$ cat src/rtl/mem_pkg.sv
// Shared types for the data-memory load/store port: FSM states, store-buffer entry, defaults.
package mem_pkg;

  localparam int unsigned CORE_AW     = 32;
  localparam int unsigned BYTE_W      = 8;
  localparam int unsigned TIMEOUT_DEF = 255;

  typedef enum logic [1:0] {
    IDLE    = 2'd0,
    WR_BUSY = 2'd1,
    RD_WAIT = 2'd2,
    RD_DONE = 2'd3
  } state_e;

  typedef struct packed {
    logic                valid;
    logic [CORE_AW-1:0]  addr;
    logic [BYTE_W-1:0]   data;
  } sb_entry_t;

endpackage

$ cat src/rtl/store_buffer.sv
// One-entry posted-store buffer; flags when the current core address matches the held store.
module store_buffer
  import mem_pkg::*;
(
  input  logic               clk,
  input  logic               rst_n,
  input  logic               load,
  input  logic               clear,
  input  sb_entry_t          load_entry,
  input  logic [CORE_AW-1:0] match_addr,
  output logic               valid,
  output logic [BYTE_W-1:0]  data,
  output logic               hit_c
);

  sb_entry_t entry;

  // A new capture wins over a clear so a drain-ack and a back-to-back store can share a cycle.
  always_ff @(posedge clk or negedge rst_n) begin
    if (!rst_n) begin
      entry <= '0;
    end else if (load) begin
      entry <= load_entry;
    end else if (clear) begin
      entry.valid <= 1'b0;
    end
  end

  assign valid = entry.valid;
  assign data  = entry.data;
  assign hit_c = entry.valid && (entry.addr == match_addr);

endmodule

$ cat src/rtl/data_mem_port.sv
// Load/store unit bridging the single-cycle core to a byte-wide req/ack memory bus,
// with a one-entry posted store buffer, store-to-load forwarding and a bus timeout.
module data_mem_port
  import mem_pkg::*;
#(
  parameter int unsigned MEM_AW  = 16,
  parameter int unsigned TIMEOUT = TIMEOUT_DEF
) (
  input  logic              clk,
  input  logic              rst,
  input  logic              MemRead,
  input  logic              MemWrite,
  input  logic [31:0]       ALUResult,
  input  logic [31:0]       WriteData,
  output logic [31:0]       ReadData,
  output logic              Stall,
  output logic              MemFault,
  output logic              mem_req,
  output logic              mem_we,
  output logic [MEM_AW-1:0] mem_addr,
  output logic [7:0]        mem_wdata,
  input  logic              mem_ack,
  input  logic [7:0]        mem_rdata
);

  localparam int unsigned CNT_W = (TIMEOUT < 2) ? 1 : $clog2(TIMEOUT);

  state_e           state;
  logic [CNT_W-1:0] cnt;
  logic [7:0]       rd_byte;

  logic             sb_valid;
  logic [7:0]       sb_data;
  logic             sb_hit;
  sb_entry_t        sb_new;

  logic is_st, is_ld, oor, open_c, bad, tmo_hit;
  logic drain_ack, accept_st, issue_rd, fwd, sb_clear, stall_raw;
  logic unused_wdata_hi;

  assign unused_wdata_hi = ^WriteData[31:8];

  // Access decode; a simultaneous read+write strobe is a store.
  always_comb begin
    is_st     = MemWrite;
    is_ld     = MemRead && !MemWrite;
    oor       = (ALUResult >> MEM_AW) != 32'd0;
    open_c    = (state == IDLE) || (state == WR_BUSY);
    bad       = open_c && (is_st || is_ld) && oor;
    tmo_hit   = mem_req && !mem_ack && (cnt == CNT_W'(TIMEOUT - 1));
    drain_ack = (state == WR_BUSY) && mem_ack;
    accept_st = open_c && is_st && !oor && (!sb_valid || drain_ack);
    fwd       = open_c && is_ld && !oor && sb_hit;
    issue_rd  = open_c && is_ld && !oor && !sb_hit && (!sb_valid || drain_ack);
    sb_clear  = drain_ack || ((state == WR_BUSY) && tmo_hit);
    sb_new    = '{valid: 1'b1, addr: ALUResult, data: WriteData[7:0]};
  end

  // Core hold: pending store needs a free slot, a load needs forwarding or RD_DONE.
  always_comb begin
    stall_raw = 1'b0;
    case (state)
      IDLE, WR_BUSY: stall_raw = (is_st && !oor && !accept_st) || (is_ld && !oor && !fwd);
      RD_WAIT:       stall_raw = 1'b1;
      default:       stall_raw = 1'b0;
    endcase
  end

  assign Stall    = rst && stall_raw;
  assign ReadData = {24'd0, bad ? 8'h00 : (fwd ? sb_data : rd_byte)};

  store_buffer u_sb (
    .clk        (clk),
    .rst_n      (rst),
    .load       (accept_st),
    .clear      (sb_clear),
    .load_entry (sb_new),
    .match_addr (ALUResult),
    .valid      (sb_valid),
    .data       (sb_data),
    .hit_c      (sb_hit)
  );

  // FSM, bus registers and timeout counter; a new issue can follow an ack with no bubble.
  always_ff @(posedge clk or negedge rst) begin
    if (!rst) begin
      state     <= IDLE;
      cnt       <= '0;
      rd_byte   <= 8'h00;
      MemFault  <= 1'b0;
      mem_req   <= 1'b0;
      mem_we    <= 1'b0;
      mem_addr  <= '0;
      mem_wdata <= 8'h00;
    end else begin
      MemFault <= bad;
      if (accept_st || issue_rd) begin
        mem_req   <= 1'b1;
        mem_we    <= accept_st;
        mem_addr  <= ALUResult[MEM_AW-1:0];
        mem_wdata <= accept_st ? WriteData[7:0] : 8'h00;
        cnt       <= '0;
        state     <= accept_st ? WR_BUSY : RD_WAIT;
      end else begin
        case (state)
          IDLE: begin
            cnt <= '0;
          end
          WR_BUSY: begin
            if (mem_ack) begin
              mem_req <= 1'b0;
              mem_we  <= 1'b0;
              state   <= IDLE;
            end else if (tmo_hit) begin
              mem_req  <= 1'b0;
              mem_we   <= 1'b0;
              MemFault <= 1'b1;
              state    <= IDLE;
            end else begin
              cnt <= cnt + CNT_W'(1);
            end
          end
          RD_WAIT: begin
            if (mem_ack) begin
              rd_byte <= mem_rdata;
              mem_req <= 1'b0;
              state   <= RD_DONE;
            end else if (tmo_hit) begin
              rd_byte  <= 8'h00;
              mem_req  <= 1'b0;
              MemFault <= 1'b1;
              state    <= RD_DONE;
            end else begin
              cnt <= cnt + CNT_W'(1);
            end
          end
          RD_DONE: begin
            state <= IDLE;
          end
          default: begin
            state <= IDLE;
          end
        endcase
      end
    end
  end

endmodule
$ cat config.mk
export PLATFORM = sky130hd
export DESIGN_NAME = data_mem_port
export DESIGN_NICKNAME = d
export VERILOG_FILES = /design/src/rtl/mem_pkg.sv /design/src/rtl/store_buffer.sv /design/src/rtl/data_mem_port.sv
export SDC_FILE = /design/constraint.sdc
export NUM_CORES = 1
export LEC_CHECK = 0
export ABC_AREA = 1
export ABC_CLOCK_PERIOD_IN_PS = 3100
export CORE_MARGIN = 4
export CORE_UTILIZATION = 40
export CTS_BUF_LIST = sky130_fd_sc_hd__clkbuf_8 sky130_fd_sc_hd__clkbuf_16
export CTS_CLUSTER_DIAMETER = 50
export DETAILED_ROUTE_END_ITERATION = 10
export PLACE_DENSITY = 0.7
export SLEW_MARGIN = 5
export SYNTH_ARGS = -nofsm -noshare
export SYNTH_HDL_FRONTEND = slang
export SYNTH_SLANG_ARGS = --single-unit
export TNS_END_PERCENT = 50
$ cat constraint.sdc
create_clock -name clk -period 3.1 [get_ports clk]
set_input_delay 0.62 -clock clk [delete_from_list [all_inputs] [get_ports clk]]
set_output_delay 0.62 -clock clk [all_outputs]
set_load 0.01 [all_outputs]
### After elaboration in Yosys (flattened, before gate mapping)

Cells that the tools add are included.

* bits in latches: 0
* RAM bits: 0
* bits in registers: 86
* bits of input ports: 77
* output and inout port bits: 60
* bits in read-only memories: 0
* memories kept: 0
* logic and storage cells: 101

* multiply operators: 0
* bitwise operators: 1
* equality and inequality tests: 9
* muxes and demuxes: 29
* $lt $le $gt $ge: 0
* add/subtract/negate cells: 1
* divide/modulo/power cells: 0
* shift-type cells: 0
* reductions and logical operators: 50

Operators with widths (number)
* 8-bit two-way mux: 8
* 32-bit == test: 1
* 32-bit nonzero test: 1
* 1-bit logical AND: 21
* 8-bit case mux with 2 select lines: 1
* 1-bit two-way mux: 12
* 2-bit two-way mux: 6
* 3-bit AND reduction: 3
* 8-bit by 1-bit adder with 8-bit output, second input constant: 1
* 8-bit == test, second input constant: 1
* 2-bit nonzero test: 4
* 1-bit zero test: 7
* 1-bit logical OR: 6
* 3-bit by 2-bit != test with 1-bit output, second input constant: 2
* 2-bit case mux with 3 select lines: 1
* 3-bit nonzero test: 2
* 2-bit == test, second input constant: 2
* 4-bit by 3-bit != test with 1-bit output, second input constant: 1
* 4-bit != test, second input constant: 1
* 2-bit AND reduction: 2
* 4-bit nonzero test: 1
* 2-bit OR reduction: 2
* 2-bit by 1-bit == test with 1-bit output, second input constant: 1
* 2-bit zero test: 1
* 2 further kinds: 2

### Logic depth before layout (Yosys ltp)

Gate-level depths: netlist (run 1).

* depth after elaboration: 10
* depth in mapped cells: 14
* depth with buffers taken out: 14

### Modules after synthesis

Synthesis (run 1) repeated with hierarchy kept, for this count alone.

* cells, all modules: 619
* area, all modules: 4684.5 um^2

Modules (own cells, without submodules)
* data_mem_port: sequential area each 1126.1 um^2, cells an instance 321, area each 2561.2 um^2, times used 1
* store_buffer: sequential area each 1026.0 um^2, cells an instance 298, area each 2123.3 um^2, times used 1

### Worst setup path before layout (run 1)

OpenSTA, ideal clock, no wires.

* path kind: input to output
* from: input ALUResult[18]
* to: output ReadData[0]
* path buffers: 2
* slack: 0.567 ns
* stages on the path: 10
* data required time: 2.480 ns
* arrival: 1.913 ns
* path through: xnor2_1 > nand2_1 > nor2_1 > nand2_1 > nor2_1 > nand3_1 > or2_1 > buf_2 > buf_6 > a21oi_1

* word-level cells in the longest chain between the ends: 6
* elaborated cells on any way between the ends: 9
* classes of those cells: eq/ne (1); mux (2); reduce/logical (6)

Ends and longest elaborated chain
* from (decl): RTL line data_mem_port.sv:13 `input logic [31:0] ALUResult,`
* 32-bit nonzero test: RTL line data_mem_port.sv:47 `oor = (ALUResult >> MEM_AW) != 32'd0;`
* 1-bit zero test: RTL line data_mem_port.sv:53 `fwd = open_c && is_ld && !oor && sb_hit;`
* 1-bit logical AND (2 in series): RTL line data_mem_port.sv:53
* 8-bit two-way mux: RTL line data_mem_port.sv:70 `assign ReadData = {24'd0, bad ? 8'h00 : (fwd ? sb_data : rd_byte)};`
* 8-bit two-way mux *: RTL line data_mem_port.sv:70
* to (decl): RTL line data_mem_port.sv:15 `output logic [31:0] ReadData,`

Mark *: on every way between the ends. The rest lies on a longest branch, timed or not.

### Worst setup path after layout (run 1)

* from: input ALUResult[16]
* to: output ReadData[6]

Same word-level chain as after synthesis.

==> metrics.csv, run 1 <==
metric;value;unit
status;complete, no violations;
Synth Area in Compound Gates;9.07;%
antenna violations before repair;0;
Worst setup EP type;primary output;
vias in the first global route;4422;
io pins;137;
M2 GR Usage;28.4;%
Finished Core Util;57.5;%
FFs w/ async S/R, synth;100;%
Max Freq;333;MHz
sequential share of the synthesized area;43.6;%
GR peak layer;met2;
R2R depth;11;
RSZ-0062 raised after global routing;false;
CP Cell Sequence;clkdlybuf4s50_1 -> nor2_1 -> nand2_1 -> nor2_1 -> nand2_1 -> inv_2 -> nand3_4 -> or2_4 -> o21ai_2 -> a21oi_2 -> clkdlybuf4s15_2;
post-synthesis mux area share;0;%
via/cell ratio;4.55;
Total Wirelength;13200;um
global-route wire length before repair;21300;um
overall routing resource usage;18.4;%
Sink Count;86;
Net count, final;936;
Post-Synth Simple-Gate Area;30.2;%
critical path arrival;2.38;ns
crit path max fanout;5;
router iterations before antenna repair;4;
Remaining DRCs;0;
CTS tree;yes;
initial DRC count;245;
slowest CP cell;clkdlybuf4s50_1;
RePlAce Congestion;0.874;
Longest Clk Path Bufs;2;
total congestion overflow;0;
core area;0.0121;mm^2
worst hold-check path type;in -> async;
Syn Area/Cell;7.21;um^2
# Post-CTS Setup Buffers;0;
# fillers;1155;
Pwr Density;389;mW/mm^2
largest net degree at the start of global routing;58;
Startpoint Class;input pin;
layout cells sized above 1;17.0;%
clk root buf;clkbuf_16;
Setup violations, final;0;
total power;2.70;mW
Final Max Tran Viols;0;
WHS;0.318;ns
Post-synth top cells;184 x nand2_1, 97 x inv_1, 86 x dfrtp_1, 86 x nor2_1, 54 x o21ai_0;
Worst path max stage delay;0.46;ns
Worst slew margin;52.7;%
max-cap violations;0;
DP Area;0.00651;mm^2
Initial Utilization;41.0;%
via count;4667;
Reg2Reg Setup Slack;0.87;ns
clk_skew;0.00692;ns
Required @ worst endpoint;2.48;ns
die width;119;um
Port Buf Inserts;88;
Final period util;96.9;%
Post-Synthesis Cells;685;
most numerous cell in the Yosys netlist;nand2_1;
Hold Buf Count CTS;0;
final period demand of the worst path;3.00;ns
FF-to-FF End;rd_byte[5];
Die Footprint;0.0142;mm^2
Die Span Y;119;um
reg-to-reg startpoint;u_sb.entry[26];
Lkg Pwr;3.72;nW
Finished Cell Area;0.00694;mm^2
dominant cell type by area after synthesis;dfrtp_1;
mapped cell area;0.00494;mm^2
Synth cell types;33;
Worst-Margin Slew;0.709;ns
Clock Latency Late Sink;0.34;ns
#FFs+latches synth;86;
Post-synth EDFFs;0;
register area;0.00215;mm^2
Routed Antenna Nets;0;
DP HPWL;9560;um
met1 usage;25.7;%
Clock Pin Slew Worst Setup and Hold Paths;0.07;ns
diode count;0;
largest family of logic cells by synthesized area;simple AND/OR/NAND/NOR gates;
htree depth;3;
CTS Buf Count;9;
M3 GR Usage;3.18;%
Area Overhead vs Synth;40.4;%
Final Hold Viols;0;
# rows;40;
YS warnings;0;
Area contributors post-synth;dfrtp_1 44%, nand2_1 14%, inv_1 7.4%;
post-synthesis xor/xnor area fraction;2.48;%
WL per Instance;12.8;um
Synth top area share;43.6;%
multi-input logic area;0.00235;mm^2
Peak supply drop;0.212;mV
prevailing post-synth register cell;dfrtp_1;
Synth Area in Adders;1.77;%
critical path class;in -> out;
Worst Setup SP;ALUResult[16];
-- report_power, final --
part	total [mW]	switching, mW	internal [mW]
logic	0.277	0.144	0.133
registers	1.12	0.00105	1.12
clock network	1.30	0.481	0.816
total	2.70	0.626	2.07
-- registers in the layout, summed over array words and instances (netlist names) --
| register | flops |
|---|---|
| MemFault | 1 |
| cnt | 8 |
| mem_addr | 16 |
| mem_req | 1 |
| mem_wdata | 8 |
| mem_we | 1 |
| rd_byte | 8 |
| state | 2 |
| u_sb.data | 8 |
| u_sb.entry | 32 |
| u_sb.valid | 1 |
-- placed cells by master (no fill, tap or decap), types with 2 or more instances in the layout --
cell | netlist | final
conb_1 | 1 | 24
nor2_1 | 86 | 81
buf_2 | 6 | 8
or2_4 | 0 | 3
nand2_2 | 3 | 6
o21ai_1 | 2 | 6
clkdlybuf4s50_1 | 0 | 49
nand3_2 | 3 | 5
nand2_1 | 184 | 181
xor2_1 | 4 | 4
a21oi_1 | 27 | 27
dlygate4sd2_1 | 0 | 15
nor3_1 | 3 | 3
bufinv_16 | 0 | 3
xnor2_1 | 10 | 3
clkbuf_16 | 0 | 9
nor2_2 | 3 | 8
nand4_1 | 14 | 14
buf_4 | 26 | 79
nand3_1 | 38 | 35
ha_1 | 7 | 7
dfrtp_1 | 86 | 86
buf_12 | 0 | 2
nand3b_1 | 3 | 3
and2_1 | 8 | 8
nor4_1 | 2 | 2
xnor2_2 | 0 | 7
dlymetal6s2s_1 | 0 | 14
inv_1 | 97 | 95
clkinv_4 | 0 | 2
inv_2 | 5 | 7
o21ai_0 | 54 | 50
-- worst max-delay path by stage --
stage	end	depth (start not counted)
after floorplan	ReadData[0]	10
after CTS	ReadData[6]	12
after global routing	ReadData[6]	14
after detailed placement	ReadData[1]	14
after global placement	ReadData[5]	14
final	ReadData[6]	11
-- layout make-up --
type / count / share of cell area, %
multi-input combinational: 485 / 33.9
sequential: 86 / 31.0
timing repair buffer: 168 / 21.4
inverter: 102 / 5.52
clock buffer: 10 / 3.45
tap: 168 / 3.03
clock inverter: 6 / 1.68
-- cells by family after synthesis --
family,Yosys count
buf+inv,139
flops,86
fa+ha+maj,7
other cells,1
compound gates,87
xor+xnor,14
simple gates,351
-- through the flow --
stage | cells | worst slack, ns | TNS (ns)
finish | 1025 | 0.0958 | 0
global route | 1025 | 0.00297 | 0
CTS | 1023 | -0.0279 | -0.0307
detailed placement | 1008 | -0.512 | -4.39
global placement | 1008 | -0.480 | -4.09
floorplan | 708 | 0.567 | 0
-- routing by layer --
layer  up-vias  share of wire (%)  wire length [um]
met3        15                4.6               605
met1      2112                 48              6370
met2       113                 45              5960
li1       2427                  -                 -
met4         0                1.8               233
met5         -                  0                 0
-- critical path, delay by kind of cell --
kind / cells / cell delay [ns]
simple gates: 6 / 0.81
compound gates: 2 / 0.19
buf+inv: 3 / 0.77
-- timing repair --
action	CTS	global route
resized for setup	61	31
endpoints found under the setup margin	9	9
pin swaps	10	13
cloned	0	2
(Power assumes the default switching activity.)
==> inputs of run 2 (changes only) <==
ABC_CLOCK_PERIOD_IN_PS = 3800   (was 3100)
clock period = 3.8 ns   (was 3.1 ns; I/O delays follow)
==> metrics.csv, run 2 (same netlist as run 1, synthesis figures left out) <==
metric;value;unit
crit path max fanout;2;
Longest Clk Path Bufs;2;
Final Hold Viols;0;
clk_skew;0.00531;ns
Flop pwr share;43.5;%
status;complete, no violations;
Lkg Pwr;3.44;nW
CTS tree;yes;
Hold Buf Count CTS;0;
commonest non-fill, non-tap cells in the layout;184 x nand2_1, 98 x inv_1, 86 x dfrtp_1, 86 x nor2_1, 79 x clkdlybuf4s50_1;
worst hold-check path type;in -> async;
Pint;1.62;mW
Startpoint Class;input pin;
DP HPWL;9470;um
via count;4556;
CTS Buf Count;9;
fin cells;1006;
htree depth;3;
Worst-Margin Slew;0.639;ns
Die Footprint;0.0142;mm^2
Worst slew margin;57.4;%
critical path arrival;2.91;ns
clock share of power;46.0;%
critical path class;in -> out;
layout cells sized above 1;11.6;%
vias in the first global route;4486;
WL per Instance;12.4;um
Finished Cell Area;0.00667;mm^2
DP Area;0.00635;mm^2
Inst Count DP;990;
io pins;137;
WHS;0.482;ns
logic gate share of total power;10.5;%
Net count, final;917;
RePlAce Congestion;0.888;
Worst setup EP type;primary output;
Clock Latency Late Sink;0.34;ns
Peak supply drop;0.196;mV
max reg flops;32;
Sw Share;23.3;%
Area Overhead vs Synth;34.9;%
final period demand of the worst path;3.67;ns
# rows;40;
via/cell ratio;4.53;
Sw Pwr;491;uW
most common cell after layout, fill and taps aside;nand2_1;
Pwr Density;316;mW/mm^2
Max Freq;273;MHz
largest net degree at the start of global routing;58;
Clock Pin Slew Worst Setup and Hold Paths;0.07;ns
max-cap violations;0;
Die Span Y;119;um
Final period util;96.5;%
antenna violations before repair;0;
overall routing resource usage;18.4;%
core area;0.0121;mm^2
global-route wire length before repair;21300;um
router iterations before antenna repair;5;
initial DRC count;174;
Initial Utilization;41.0;%
Setup violations, final;0;
Final Max Tran Viols;0;
# fillers;1160;
diode count;0;
Routed Antenna Nets;0;
Largest regs;u_sb.entry: 32 flops, mem_addr: 16 flops;
most flop-heavy register;u_sb.entry;
# Post-CTS Setup Buffers;0;
Port Buf Inserts;88;
Required @ worst endpoint;3.04;ns
total congestion overflow;0;
Remaining DRCs;0;
die width;119;um
Sink Count;86;
Total Wirelength;12500;um
clk root buf;clkbuf_16;
[run 2: cell count changes in the layout (fill, tap and decap cells not counted), sizes merged, moves of 2 or more]
cell,before,now
dlygate4sd2,15,8
clkdlybuf4s50,49,79
buf,89,64
dlymetal6s2s,14,0
or2,3,1
[run 2: final cells by class]
class	count	area [um^2]	share of cell area, %
clock buffer	10	239	3.59
sequential	86	2150	32.3
inverter	102	383	5.74
multi-input combinational	483	2240	33.6
clock inverter	6	85.1	1.28
tap	168	210	3.15
timing repair buffer	151	1350	20.3
[run 2: routing by layer]
layer	track usage, %	vias up	routed length (um)
met3	2.85	14	525
met2	29.0	94	5580
met5	0	-	0
met1	25.7	2064	6140
met4	6.37	0	215
li1	-	2384	-
[run 2: power by group through the flow]
stage / registers (mW) / logic (mW) / clock network (mW)
after floorplan: 0.935 / 0.0949 / 0
final: 0.917 / 0.221 / 0.971
after global routing: 0.917 / 0.245 / 1.02
after global placement: 0.935 / 0.223 / 0
after detailed placement: 0.935 / 0.223 / 0
after CTS: 0.917 / 0.222 / 0.982
[run 2: what timing repair did]
action | CTS | global route
setup endpoints to repair | 8 | 5
gates cloned | 0 | 0
endpoints found under the hold margin | 0 | 0
gates resized for setup | 8 | 3
[run 2: worst paths after layout]
path                                    from           end  slack, ns  cells after the start
worst max-delay path            ALUResult[7]         Stall       0.13                     12
worst min-delay path                     rst        cnt[4]       0.48                      2
worst max register to register      state[1]   mem_addr[3]       1.47                     11
worst min register to register  u_sb.data[0]  u_sb.data[0]       0.48                      2
max in group asynchronous                rst  mem_addr[15]       2.28                      3
min in group clk                u_sb.data[0]  u_sb.data[0]       0.48                      2
[run 2: metrics by stage]
| stage | power (mW) | TNS, ns | setup WS [ns] | utilization [%] |
|---|---|---|---|---|
| 2_1_floorplan | 1.03 | 0 | 0.987 | - |
| 3_3_place_gp | 1.16 | -0.630 | -0.0952 | 52.6 |
| 3_5_place_dp | 1.16 | -0.722 | -0.112 | 52.6 |
| 4_1_cts | 2.12 | 0 | 0.0992 | 55.2 |
| 5_1_grt | 2.18 | -0.00200 | -0.00200 | 55.3 |
| 6_report | 2.11 | 0 | 0.132 | 55.3 |
[run 2: critical path, cell delays in order]
cell,delay (ns)
clkdlybuf4s50_1,0.51
inv_1,0.07
nand2_1,0.09
nand2_1,0.07
nor2_1,0.10
nand4_1,0.10
nor2_1,0.15
nand3_1,0.14
or2_4,0.26
nand3_1,0.08
a21oi_1,0.09
clkdlybuf4s50_1,0.49
==> inputs of run 3 (changes only) <==
CORE_MARGIN = 10   (was 4)
==> metrics.csv, run 3 (same netlist as run 1, synthesis figures left out) <==
metric;value;unit
setup TNS;0;ns
WL per Instance;13.2;um
global-route wire length before repair;22900;um
Worst-Margin Slew;0.788;ns
Setup violations, final;0;
CTS Buf Count;9;
setup ws final;0.141;ns
Startpoint Class;input pin;
Lkg Pwr;3.50;nW
antenna violations before repair;0;
layout cells sized above 1;13.5;%
clk_skew;0.00986;ns
Required @ worst endpoint;3.04;ns
via/cell ratio;4.50;
DP HPWL;10100;um
Clock Pin Slew Worst Setup and Hold Paths;0.07;ns
htree depth;3;
Place WS;-0.0965;ns
most flop-heavy register;u_sb.entry;
Worst setup EP type;primary output;
most common cell after layout, fill and taps aside;nand2_1;
Port Buf Inserts;88;
final period demand of the worst path;3.66;ns
Total Wirelength;13400;um
Final period util;96.3;%
Area Overhead vs Synth;37.0;%
critical path arrival;2.90;ns
Longest Clk Path Bufs;2;
Final Max Tran Viols;0;
Worst Setup SP;ALUResult[20];
initial DRC count;230;
Final Hold Viols;0;
largest net degree at the start of global routing;63;
# fillers;1164;
commonest non-fill, non-tap cells in the layout;184 x nand2_1, 97 x inv_1, 86 x dfrtp_1;
vias in the first global route;4549;
multi-input logic area;0.00227;mm^2
Worst slew margin;47.5;%
RSZ-0062 raised after global routing;false;
max-cap violations;0;
Initial Utilization;41.0;%
Die Footprint;0.0172;mm^2
DP Area;0.00644;mm^2
router iterations before antenna repair;4;
diode count;0;
fin cells;1018;
clk root buf;clkbuf_16;
Pwr Density;306;mW/mm^2
overall routing resource usage;15.7;%
worst hold-check path type;in -> async;
crit path max fanout;4;
Max Freq;273;MHz
total congestion overflow;0;
Routed Antenna Nets;0;
die width;131;um
critical path class;in -> out;
Remaining DRCs;0;
reg-to-reg startpoint;state[1];
Finished Core Util;56.1;%
Sink Count;86;
Net count, final;929;
core area;0.0121;mm^2
Hold Buf Count CTS;0;
status;complete, no violations;
via count;4582;
Largest regs;u_sb.entry: 32 flops, mem_addr: 16 flops;
io pins;137;
CTS tree;yes;
Inst Count DP;1002;
# rows;40;
Clock Latency Late Sink;0.34;ns
Finished Cell Area;0.00677;mm^2
RePlAce Congestion;0.896;
register area;0.00215;mm^2
max reg flops;32;
Die Span Y;131;um
Peak supply drop;0.157;mV
-- run 3: worst paths after layout --
path / endpoint / slack, ns / depth (start not counted)
max: Stall / 0.14 / 11
min: cnt[7] / 0.31 / 1
max reg2reg: mem_wdata[7] / 1.25 / 13
min reg2reg: mem_wdata[3] / 0.49 / 2
max in group asynchronous: mem_addr[9] / 2.38 / 2
min in group clk: mem_wdata[3] / 0.49 / 2
-- run 3: where the power goes --
part | internal, mW | total (mW) | leakage [nW] | switching [mW]
registers | 0.916 | 0.917 | 1.07 | 0.000808
clock network | 0.533 | 0.929 | 0.147 | 0.396
logic | 0.114 | 0.227 | 2.28 | 0.114
total | 1.56 | 2.07 | 3.50 | 0.511
-- run 3: final cells by class --
class / count / area share [%]
multi-input combinational: 483 / 33.5
sequential: 86 / 31.8
timing repair buffer: 163 / 21.3
inverter: 102 / 5.66
clock buffer: 10 / 3.53
tap: 168 / 3.11
clock inverter: 6 / 1.04
-- run 3: repair_timing --
item / CTS / global route
setup endpoints to repair: 8 / 8
resized for setup: 10 / 8
buffers inserted: 0 / 0
cloned: 0 / 0
pin swaps: 1 / 1
-- run 3: per-stage QoR --
step                      hold slack, ns  power (mW)
after detailed placement           0.471        1.16
final                              0.311        2.07
after CTS                          0.329        2.08
after global routing               0.341        2.15
after floorplan                    0.448        1.03
after global placement             0.465        1.16
-- run 3: layer usage --
metal | part of all wire (%) | vias to the layer above | wire length [um] | GRT usage, %
met5 | 0 | - | 0 | 0
met4 | 1.5 | 0 | 203 | 4.69
met3 | 5.0 | 9 | 673 | 3.73
met2 | 46 | 89 | 6220 | 24.8
met1 | 47 | 2074 | 6290 | 20.7
li1 | - | 2410 | - | -
-- run 3: critical path, stage by stage --
cell and delay (ns):
clkdlybuf4s50_1 0.45, inv_1 0.09, buf_4 0.11, nand3_1 0.07
nor2_1 0.12, nand2_1 0.11, buf_4 0.16, nor2_2 0.12
a21oi_1 0.09, a21oi_1 0.23, clkdlybuf4s50_1 0.58
